<file path="config.mk">
export PLATFORM = sky130hd
export DESIGN_NAME = batch_run_ctrl
export DESIGN_NICKNAME = d
export VERILOG_FILES = /design/src/rtl/batch_ctrl_pkg.sv /design/src/rtl/run_timer.sv /design/src/rtl/batch_run_ctrl.sv
export SDC_FILE = /design/constraint.sdc
export NUM_CORES = 1
export LEC_CHECK = 0
export ABC_AREA = 1
export CELL_PAD_IN_SITES_DETAIL_PLACEMENT = 1
export CELL_PAD_IN_SITES_GLOBAL_PLACEMENT = 2
export CORE_MARGIN = 3
export CORE_UTILIZATION = 28
export CTS_CLUSTER_DIAMETER = 100
export CTS_CLUSTER_SIZE = 12
export DETAILED_ROUTE_END_ITERATION = 12
export MAX_ROUTING_LAYER = met4
export PLACE_DENSITY = 0.78
export SKIP_LAST_GASP = 1
export SLEW_MARGIN = 20
export SYNTH_ARGS = -nofsm -noshare
export SYNTH_HDL_FRONTEND = slang
export SYNTH_HIERARCHICAL = 1
export SYNTH_SLANG_ARGS = --single-unit
</file>
<file path="constraint.sdc">
create_clock -name Clk -period 2.14 [get_ports Clk]
set_input_delay 0.321 -clock Clk [delete_from_list [all_inputs] [get_ports Clk]]
set_output_delay 0.321 -clock Clk [all_outputs]
set_load 0.02 [all_outputs]
</file>
<file path="src/rtl/batch_ctrl_pkg.sv">
// Shared constants and state encodings for the batch run controller.
package batch_ctrl_pkg;

  localparam int BLOCK_LEN_DEF = 30;
  localparam int IN_BASE_DEF   = 30;
  localparam int OUT_BASE_DEF  = 0;
  localparam int TIMEOUT_DEF   = 4096;

  typedef logic [1:0] state_t;

  localparam state_t ST_LOAD  = 2'd0;
  localparam state_t ST_START = 2'd1;
  localparam state_t ST_RUN   = 2'd2;
  localparam state_t ST_DRAIN = 2'd3;

  // Drain sub-phase: RD presents the address, VAL offers the byte.
  localparam logic PH_RD  = 1'b0;
  localparam logic PH_VAL = 1'b1;

endpackage

</file>
<file path="src/rtl/run_timer.sv">
// Up-counting run timer; tc flags the last permitted RUN cycle.
module run_timer #(
  parameter int TIMEOUT = 4096
) (
  input  logic clk,
  input  logic rst_n,
  input  logic clear,
  input  logic enable,
  output logic tc
);

  localparam int TW = (TIMEOUT > 1) ? $clog2(TIMEOUT) : 1;

  logic [TW-1:0] count;

  // Count RUN cycles from zero; cleared whenever the core is not running.
  always_ff @(posedge clk or negedge rst_n) begin
    if (!rst_n) begin
      count <= '0;
    end else if (clear) begin
      count <= '0;
    end else if (enable) begin
      count <= count + 1'b1;
    end
  end

  assign tc = (count == TW'(TIMEOUT - 1));

endmodule

</file>
<file path="src/rtl/batch_run_ctrl.sv">
// Host-side run controller: load a block, run the core, drain results, repeat.
//
//   state | meaning
//   LOAD  | core held in reset, input bytes written to Core[IN_BASE..]
//   START | one-cycle Start pulse, core owns memory
//   RUN   | waiting for CoreAck or the run timer terminal count
//   DRAIN | core held in reset, result bytes read from Core[OUT_BASE..]
module batch_run_ctrl
  import batch_ctrl_pkg::*;
#(
  parameter int BLOCK_LEN = BLOCK_LEN_DEF,
  parameter int IN_BASE   = IN_BASE_DEF,
  parameter int OUT_BASE  = OUT_BASE_DEF,
  parameter int ADDR_W    = 8,
  parameter int TIMEOUT   = TIMEOUT_DEF
) (
  input  logic              Clk,
  input  logic              Reset,
  input  logic              InValid,
  output logic              InReady,
  input  logic [7:0]        InData,
  output logic              OutValid,
  input  logic              OutReady,
  output logic [7:0]        OutData,
  output logic              MemSel,
  output logic [ADDR_W-1:0] MemAddr,
  output logic              MemWrEn,
  output logic [7:0]        MemWrData,
  input  logic [7:0]        MemRdData,
  output logic              CoreReset,
  output logic              CoreStart,
  input  logic              CoreAck,
  output logic              TimeoutFlag,
  output logic [15:0]       BlockCount
);

  localparam logic [4:0] IDX_LAST = 5'(BLOCK_LEN - 1);

  state_t      state;
  state_t      state_nx;
  logic        phase;
  logic [4:0]  idx;
  logic        in_ready_q;
  logic        val_fresh;
  logic [7:0]  out_data_q;
  logic        timeout_q;
  logic [15:0] block_cnt;
  logic        tc;
  logic        in_hs;
  logic        out_hs;
  logic        idx_last;

  assign in_hs    = (state == ST_LOAD) && InValid && in_ready_q;
  assign out_hs   = (state == ST_DRAIN) && (phase == PH_VAL) && OutReady;
  assign idx_last = (idx == IDX_LAST);

  run_timer #(.TIMEOUT(TIMEOUT)) u_timer (
    .clk    (Clk),
    .rst_n  (Reset),
    .clear  (state != ST_RUN),
    .enable (state == ST_RUN),
    .tc     (tc)
  );

  // Next-state selection; Ack takes priority over the timer.
  always_comb begin
    state_nx = state;
    case (state)
      ST_LOAD:  if (in_hs && idx_last) state_nx = ST_START;
      ST_START: state_nx = ST_RUN;
      ST_RUN:   if (CoreAck || tc) state_nx = ST_DRAIN;
      ST_DRAIN: if (out_hs && idx_last) state_nx = ST_LOAD;
      default:  state_nx = ST_LOAD;
    endcase
  end

  // State, byte index, drain sub-phase, sticky flag and block counter.
  always_ff @(posedge Clk or negedge Reset) begin
    if (!Reset) begin
      state      <= ST_LOAD;
      phase      <= PH_RD;
      idx        <= '0;
      in_ready_q <= 1'b0;
      val_fresh  <= 1'b0;
      out_data_q <= '0;
      timeout_q  <= 1'b0;
      block_cnt  <= '0;
    end else begin
      state      <= state_nx;
      in_ready_q <= (state_nx == ST_LOAD);
      val_fresh  <= 1'b0;
      // Read data arrives during the first VAL cycle; latch it to hold it stable.
      if (val_fresh) out_data_q <= MemRdData;
      case (state)
        ST_LOAD: begin
          if (in_hs) idx <= idx_last ? 5'd0 : idx + 5'd1;
        end
        ST_RUN: begin
          phase <= PH_RD;
          if (!CoreAck && tc) timeout_q <= 1'b1;
        end
        ST_DRAIN: begin
          if (phase == PH_RD) begin
            phase     <= PH_VAL;
            val_fresh <= 1'b1;
          end else if (OutReady) begin
            phase <= PH_RD;
            if (idx_last) begin
              idx       <= '0;
              block_cnt <= block_cnt + 16'd1;
            end else begin
              idx <= idx + 5'd1;
            end
          end
        end
        default: ;
      endcase
    end
  end

  assign InReady     = in_ready_q;
  assign OutValid    = (state == ST_DRAIN) && (phase == PH_VAL);
  assign OutData     = val_fresh ? MemRdData : out_data_q;
  assign MemSel      = (state == ST_LOAD) || (state == ST_DRAIN);
  assign CoreReset   = (state == ST_LOAD) || (state == ST_DRAIN);
  assign CoreStart   = (state == ST_START);
  assign MemWrEn     = in_hs;
  assign MemWrData   = in_hs ? InData : 8'h00;
  assign MemAddr     = in_hs               ? ADDR_W'(IN_BASE) + ADDR_W'(idx)  :
                       (state == ST_DRAIN) ? ADDR_W'(OUT_BASE) + ADDR_W'(idx) :
                                             '0;
  assign TimeoutFlag = timeout_q;
  assign BlockCount  = block_cnt;

endmodule

</file>
### Word level (Yosys, flattened, before mapping)

Cells that the tools add are included.

| storage, ports and cells | value |
|---|---|
| memory bits (writable) | 0 |
| output and inout bits | 47 |
| memories kept | 0 |
| bits in latches | 0 |
| register bits | 47 |
| memory bits (read-only) | 0 |
| logic and storage cells | 60 |
| input port bits | 21 |

| operators by class | value |
|---|---|
| multiplexer cells | 20 |
| add/sub/neg operators | 4 |
| divide/modulo/power cells | 0 |
| magnitude comparators | 0 |
| eq/ne operators | 9 |
| reduce and logical (&&, ||, !) cells | 18 |
| multipliers | 0 |
| bitwise gates (word level) | 0 |
| shift operators | 0 |

Operator list:

| cell | number |
|---|---|
| $mux W5 | 5 |
| $mux W12 | 2 |
| $add A16 B1 Y16 const B | 1 |
| $mux W8 | 2 |
| $add A12 B1 Y12 const B | 1 |
| $eq A12 B12 Y1 const B | 1 |
| $pmux W5 S2 | 1 |
| $ne A2 B2 Y1 const B | 4 |
| $pmux W2 S4 | 1 |
| $reduce_and A4 Y1 | 2 |
| $logic_and A1 B1 Y1 | 7 |
| $add A5 B5 Y6 const A | 1 |
| $mux W2 | 3 |
| $mux W6 | 1 |
| $reduce_bool A2 Y1 | 3 |
| $add A5 B1 Y5 const B | 1 |
| $eq A5 B5 Y1 const B | 1 |
| $eq A2 B2 Y1 const B | 2 |
| $logic_not A2 Y1 | 2 |
| $mux W1 | 4 |
| $eq A2 B1 Y1 const B | 1 |
| $logic_or A1 B1 Y1 | 2 |
| $pmux W1 S2 | 1 |
| $reduce_and A2 Y1 | 1 |
| $logic_not A1 Y1 | 1 |

### Logic depth before layout (Yosys ltp)

| logic depth | value |
|---|---|
| depth after elaboration | 7 |
| gate-level depth with buffers | 11 |
| depth with buffers taken out | 11 |

### Hierarchy

The synthesis kept the hierarchy.

By module, submodules not included:

| module | sequential area each (µm²) | area an instance (µm²) | times used | cells an instance |
|---|---|---|---|---|
| batch_run_ctrl | 875.8 | 2067.0 | 1 | 264 |
| run_timer | 300.3 | 669.4 | 1 | 83 |

### Least setup slack after synthesis

No wires, ideal clock.

| timing path | value |
|---|---|
| path kind | reg-to-output |
| start | register state[0] |
| end | output port MemAddr[4] |
| data required time | 1819 ps |
| stages on the path, launching flop included | 7 |
| buffers on the path | 0 |
| setup slack | 52 ps |
| arrival time | 1767 ps |
| cell sequence | dfrtp_1 -> inv_1 -> ha_1 -> nand3_1 -> inv_1 -> nand3_1 -> o21ai_0 |

| between the ends | value |
|---|---|
| longest elaborated chain between the ends | 4 |
| elaborated cells between the ends (all ways) | 6 |
| those cells by class | eq/ne: 1; mux: 2; reduce/logical: 3 |

Ends and longest elaborated chain:

| what | RTL line | text |
|---|---|---|
| from (decl) | batch_run_ctrl.sv:39 | `state_t state;` |
| from (signal assigned) | batch_run_ctrl.sv:89 | `state <= state_nx;` |
| $logic_not A2 Y1 | batch_run_ctrl.sv:53 | `assign in_hs = (state == ST_LOAD) && InValid && in_ready_q;` |
| $logic_and A1 B1 Y1 (2 in series) | batch_run_ctrl.sv:53 |  |
| net MemWrEn | batch_run_ctrl.sv:27 | `output logic MemWrEn,` |
| $mux W6 | batch_run_ctrl.sv:129 | `assign MemAddr = in_hs ? ADDR_W'(IN_BASE) + ADDR_W'(idx) :` |
| to (decl) | batch_run_ctrl.sv:26 | `output logic [ADDR_W-1:0] MemAddr,` |

The timed path passes the listed nets, and every way through them passes these cells.

### Worst setup path in the final report

| timing path | value |
|---|---|
| start | register val_fresh |
| end | output port OutData[3] |

| between the ends | value |
|---|---|
| longest elaborated chain between the ends | 1 |

Ends and longest elaborated chain:

| what | RTL line | text |
|---|---|---|
| from (decl) | batch_run_ctrl.sv:44 | `logic val_fresh;` |
| from (signal assigned) | batch_run_ctrl.sv:84 | `val_fresh <= 1'b0;` |
| from (signal assigned) | batch_run_ctrl.sv:91 | `val_fresh <= 1'b0;` |
| from (signal assigned) | batch_run_ctrl.sv:105 | `val_fresh <= 1'b1;` |
| $mux W8 | - |  |
| to (decl) | batch_run_ctrl.sv:24 | `output logic [7:0] OutData,` |

Every way passes these cells.

==> metrics.md <==
| Metric | Value |
|---|---|
| Status | `completed` |
| Mux contribution to synthesized area | `3.292%` |
| Clk pin slew, worst setup/hold paths | `90 ps` |
| DR vias/cell | `4.420` |
| Port Buf Inserts | `65` |
| Min Tclk post-route | `2028 ps` |
| Clk_skew | `4.942 ps` |
| Std cell rows | `35` |
| Sequential area share after synthesis | `42.98%` |
| Io pins | `68` |
| Fin util | `38.93%` |
| Slew Limit Fails | `0` |
| Share of layout cells above drive strength 1 | `14.39%` |
| Slowest CP cell | `clkdlybuf4s50_1` |
| CTS Buf Count | `5` |
| Via count | `2475` |
| Final instance area | `0.003649 sq mm` |
| Hold Crit Class | `in2async` |
| Number of routed nets with antenna violations | `0` |
| Worst setup SP type | `flop` |
| PwrDens | `989.7 mW/mm^2` |
| Root buf cell | `clkbuf_8` |
| Pre-Repair DR Iteration Count | `4` |
| Synth Area in Compound Gates | `5.761%` |
| Post-synth cell types | `32` |
| Final HPWL DP | `5956 um` |
| Max cap viols | `0` |
| N_diodes | `0` |
| CP max stage delay | `540 ps` |
| Post-Synth Simple-Gate Area | `31.09%` |
| Initial Utilization | `29.20%` |
| Fmax | `493.1 MHz` |
| Finish-stage setup viols | `0` |
| Critical path cell sequence | `mux2_2 -> clkdlybuf4s50_1` |
| Number of setup buffers added after CTS | `0` |
| Core area | `0.009371 sq mm` |
| Iter 0 DRT Violations | `44` |
| Clock buffer depth | `2` |
| CTS Sinks | `47` |
| Average size of a mapped cell | `7.886 sq um` |
| Die area | `0.01099 sq mm` |
| Synthesized instance count | `347` |
| Placement Cell Area | `0.003622 sq mm` |
| Crit Path Class | `reg2out` |
| RSZ-0062 raised after global routing | `yes` |
| CTS tree | `yes` |
| Final hold vios | `0` |
| Commonest non-fill, non-tap cell in the layout | `nand2_1` |
| Nets | `462` |
| WL per Instance | `13.10 um` |
| Total GRT Usage | `14.43%` |
| Chip width | `104.9 um` |
| Tcrit/Tclk final | `94.76%` |
| Critical Path RT | `1820 ps` |
| GPL Wtd Cong | `0.7483` |
| YS warnings | `6` |
| Grt total ovfl | `0` |
| Residual DRC | `0` |
| Crit end category | `output pin` |
| Peak supply drop | `0.5949 mV` |
| Wire length of the first global-routing pass | `12830 um` |
| Commonest cells after routing, fill and taps aside | `nand2_1 (93), inv_1 (49), clkdlybuf4s50_1 (47)` |
| Clk_lat worst skew | `300 ps` |
| Largest net degree at the start of global routing | `20` |
| Synthesized cell area | `0.002736 sq mm` |
| Filler cell count | `1199` |
| H-tree levels | `2` |
| Leak | `1.818 nW` |
| Synth Area in Adders | `5.030%` |
| Number of global-route vias before repair | `2652` |
| Worst EP arrival | `1710 ps` |
| Flops & latches, synth | `47` |
| FF/Latch Area | `0.001177 sq mm` |
| Die height | `104.9 um` |
| Crit path max fanout | `8` |
| Area occupied by multi-input gates | `0.001331 sq mm` |
| Initial antenna violation count | `0` |
| Synth Area in XOR/XNOR | `3.201%` |
| Main combinational cell family by area after synthesis | `simple AND/OR/NAND/NOR gates` |
| Layout area overhead | `33.33%` |
| Final wirelength | `7337 um` |
==> path summary, 6_finish.rpt <==
check / start / to / slack, ps / cells after the start
worst min register to register: TimeoutFlag / TimeoutFlag / 490 / 1
worst min-delay path: Reset / BlockCount[9] / 480 / 2
worst max-delay path: val_fresh / OutData[3] / 110 / 2
min in group Clk: TimeoutFlag / TimeoutFlag / 490 / 1
max in group asynchronous: Reset / val_fresh / 1030 / 3
worst max register to register: idx[1] / BlockCount[13] / 360 / 10
==> kinds of logic (layout without fill, tap and decap cells) <==
family / after synthesis / in the layout
mux: 8 / 8
other cells: 1 / 2
compound gates: 29 / 29
xor+xnor: 10 / 10
buf+inv: 58 / 141
simple gates: 183 / 183
fa+ha+maj: 11 / 11
flops: 47 / 47
==> cell type report <==
| type | instances | area share [%] |
|---|---|---|
| Timing Repair Buffer | 81 | 19.24 |
| Clock buffer | 7 | 2.092 |
| Tap cell | 129 | 4.424 |
| Sequential cell | 47 | 32.27 |
| Multi-Input combinational cell | 243 | 36.49 |
| Clock inverter | 1 | 0.1372 |
| Inverter | 52 | 5.350 |
==> critical path: cells and delay by family, from the launching register on <==
family                 cells  cell delay (ps)
multiplexers               1              390
buffers and inverters      1              540
flip-flops                 1              480
==> report_power, final <==
group | internal (mW) | switching (mW) | leakage, nW
Clock | 0.230 | 0.298 | 0.0422
Combinational | 0.813 | 1.07 | 1.17
Sequential | 1.07 | 0.126 | 0.609
Total | 2.12 | 1.50 | 1.82
==> sequential cells by signal (all words and copies together), names as in the netlist <==
register / count
phase: 1
out_data_q: 8
InReady: 1
u_timer/count: 12
state: 2
BlockCount: 16
TimeoutFlag: 1
val_fresh: 1
idx: 5
==> timing repair <==
| item | 4_1_cts | 5_1_grt |
|---|---|---|
| gates resized for setup | 20 | 34 |
| setup endpoints to repair | 20 | 17 |
| hold buffers | 1 | 0 |
| hold endpoints to repair | 17 | 0 |
==> cells in the mapped netlist (all sizes together) <==
| cell | number | area [sq um] |
|---|---|---|
| a21o | 1 | 7.510 |
| a21oi | 12 | 63.81 |
| buf | 4 | 30.03 |
| clkbuf | 2 | 7.510 |
| clkinv | 1 | 3.750 |
| conb | 1 | 3.750 |
| dfrtp | 47 | 1176 |
| ha | 11 | 137.6 |
| inv | 51 | 191.4 |
| mux2 | 8 | 90.09 |
| nand2 | 97 | 379.1 |
| nand3 | 25 | 130.1 |
| nand3b | 2 | 15.01 |
| nand4 | 6 | 37.54 |
| nor2 | 48 | 234.0 |
| nor3 | 4 | 42.54 |
| nor4 | 1 | 12.51 |
| o21a | 1 | 7.510 |
| o21ai | 13 | 65.06 |
| o21bai | 1 | 7.510 |
| o22ai | 1 | 6.260 |
| xnor2 | 3 | 26.28 |
| xor2 | 7 | 61.31 |
==> layer usage <==
layer | global-route usage (%) | part of all wire [%] | wire (um)
met1 | 18.60 | 48 | 3505
met5 | - | 0 | 0
met3 | 2.779 | 4.8 | 351
met2 | 23.51 | 47 | 3416
met4 | 3.374 | 0.87 | 64
==> through the flow <==
stage | hold WS [ps] | worst slack (ps) | power [mW] | std cells | setup TNS [ps]
5_1_grt | 512.4 | -73.38 | 3.909 | 560 | -73.38
6_report | 480.2 | 112.1 | 3.611 | 560 | 0
3_3_place_gp | 303.7 | -85.16 | 3.130 | 551 | -265.5
4_1_cts | 488.0 | -37.31 | 3.688 | 560 | -37.31
2_1_floorplan | 25.41 | 51.56 | 2.335 | 348 | 0
3_5_place_dp | 295.1 | -100.2 | 3.177 | 551 | -376.1
Note: power is estimated with default switching activity, not from simulation.
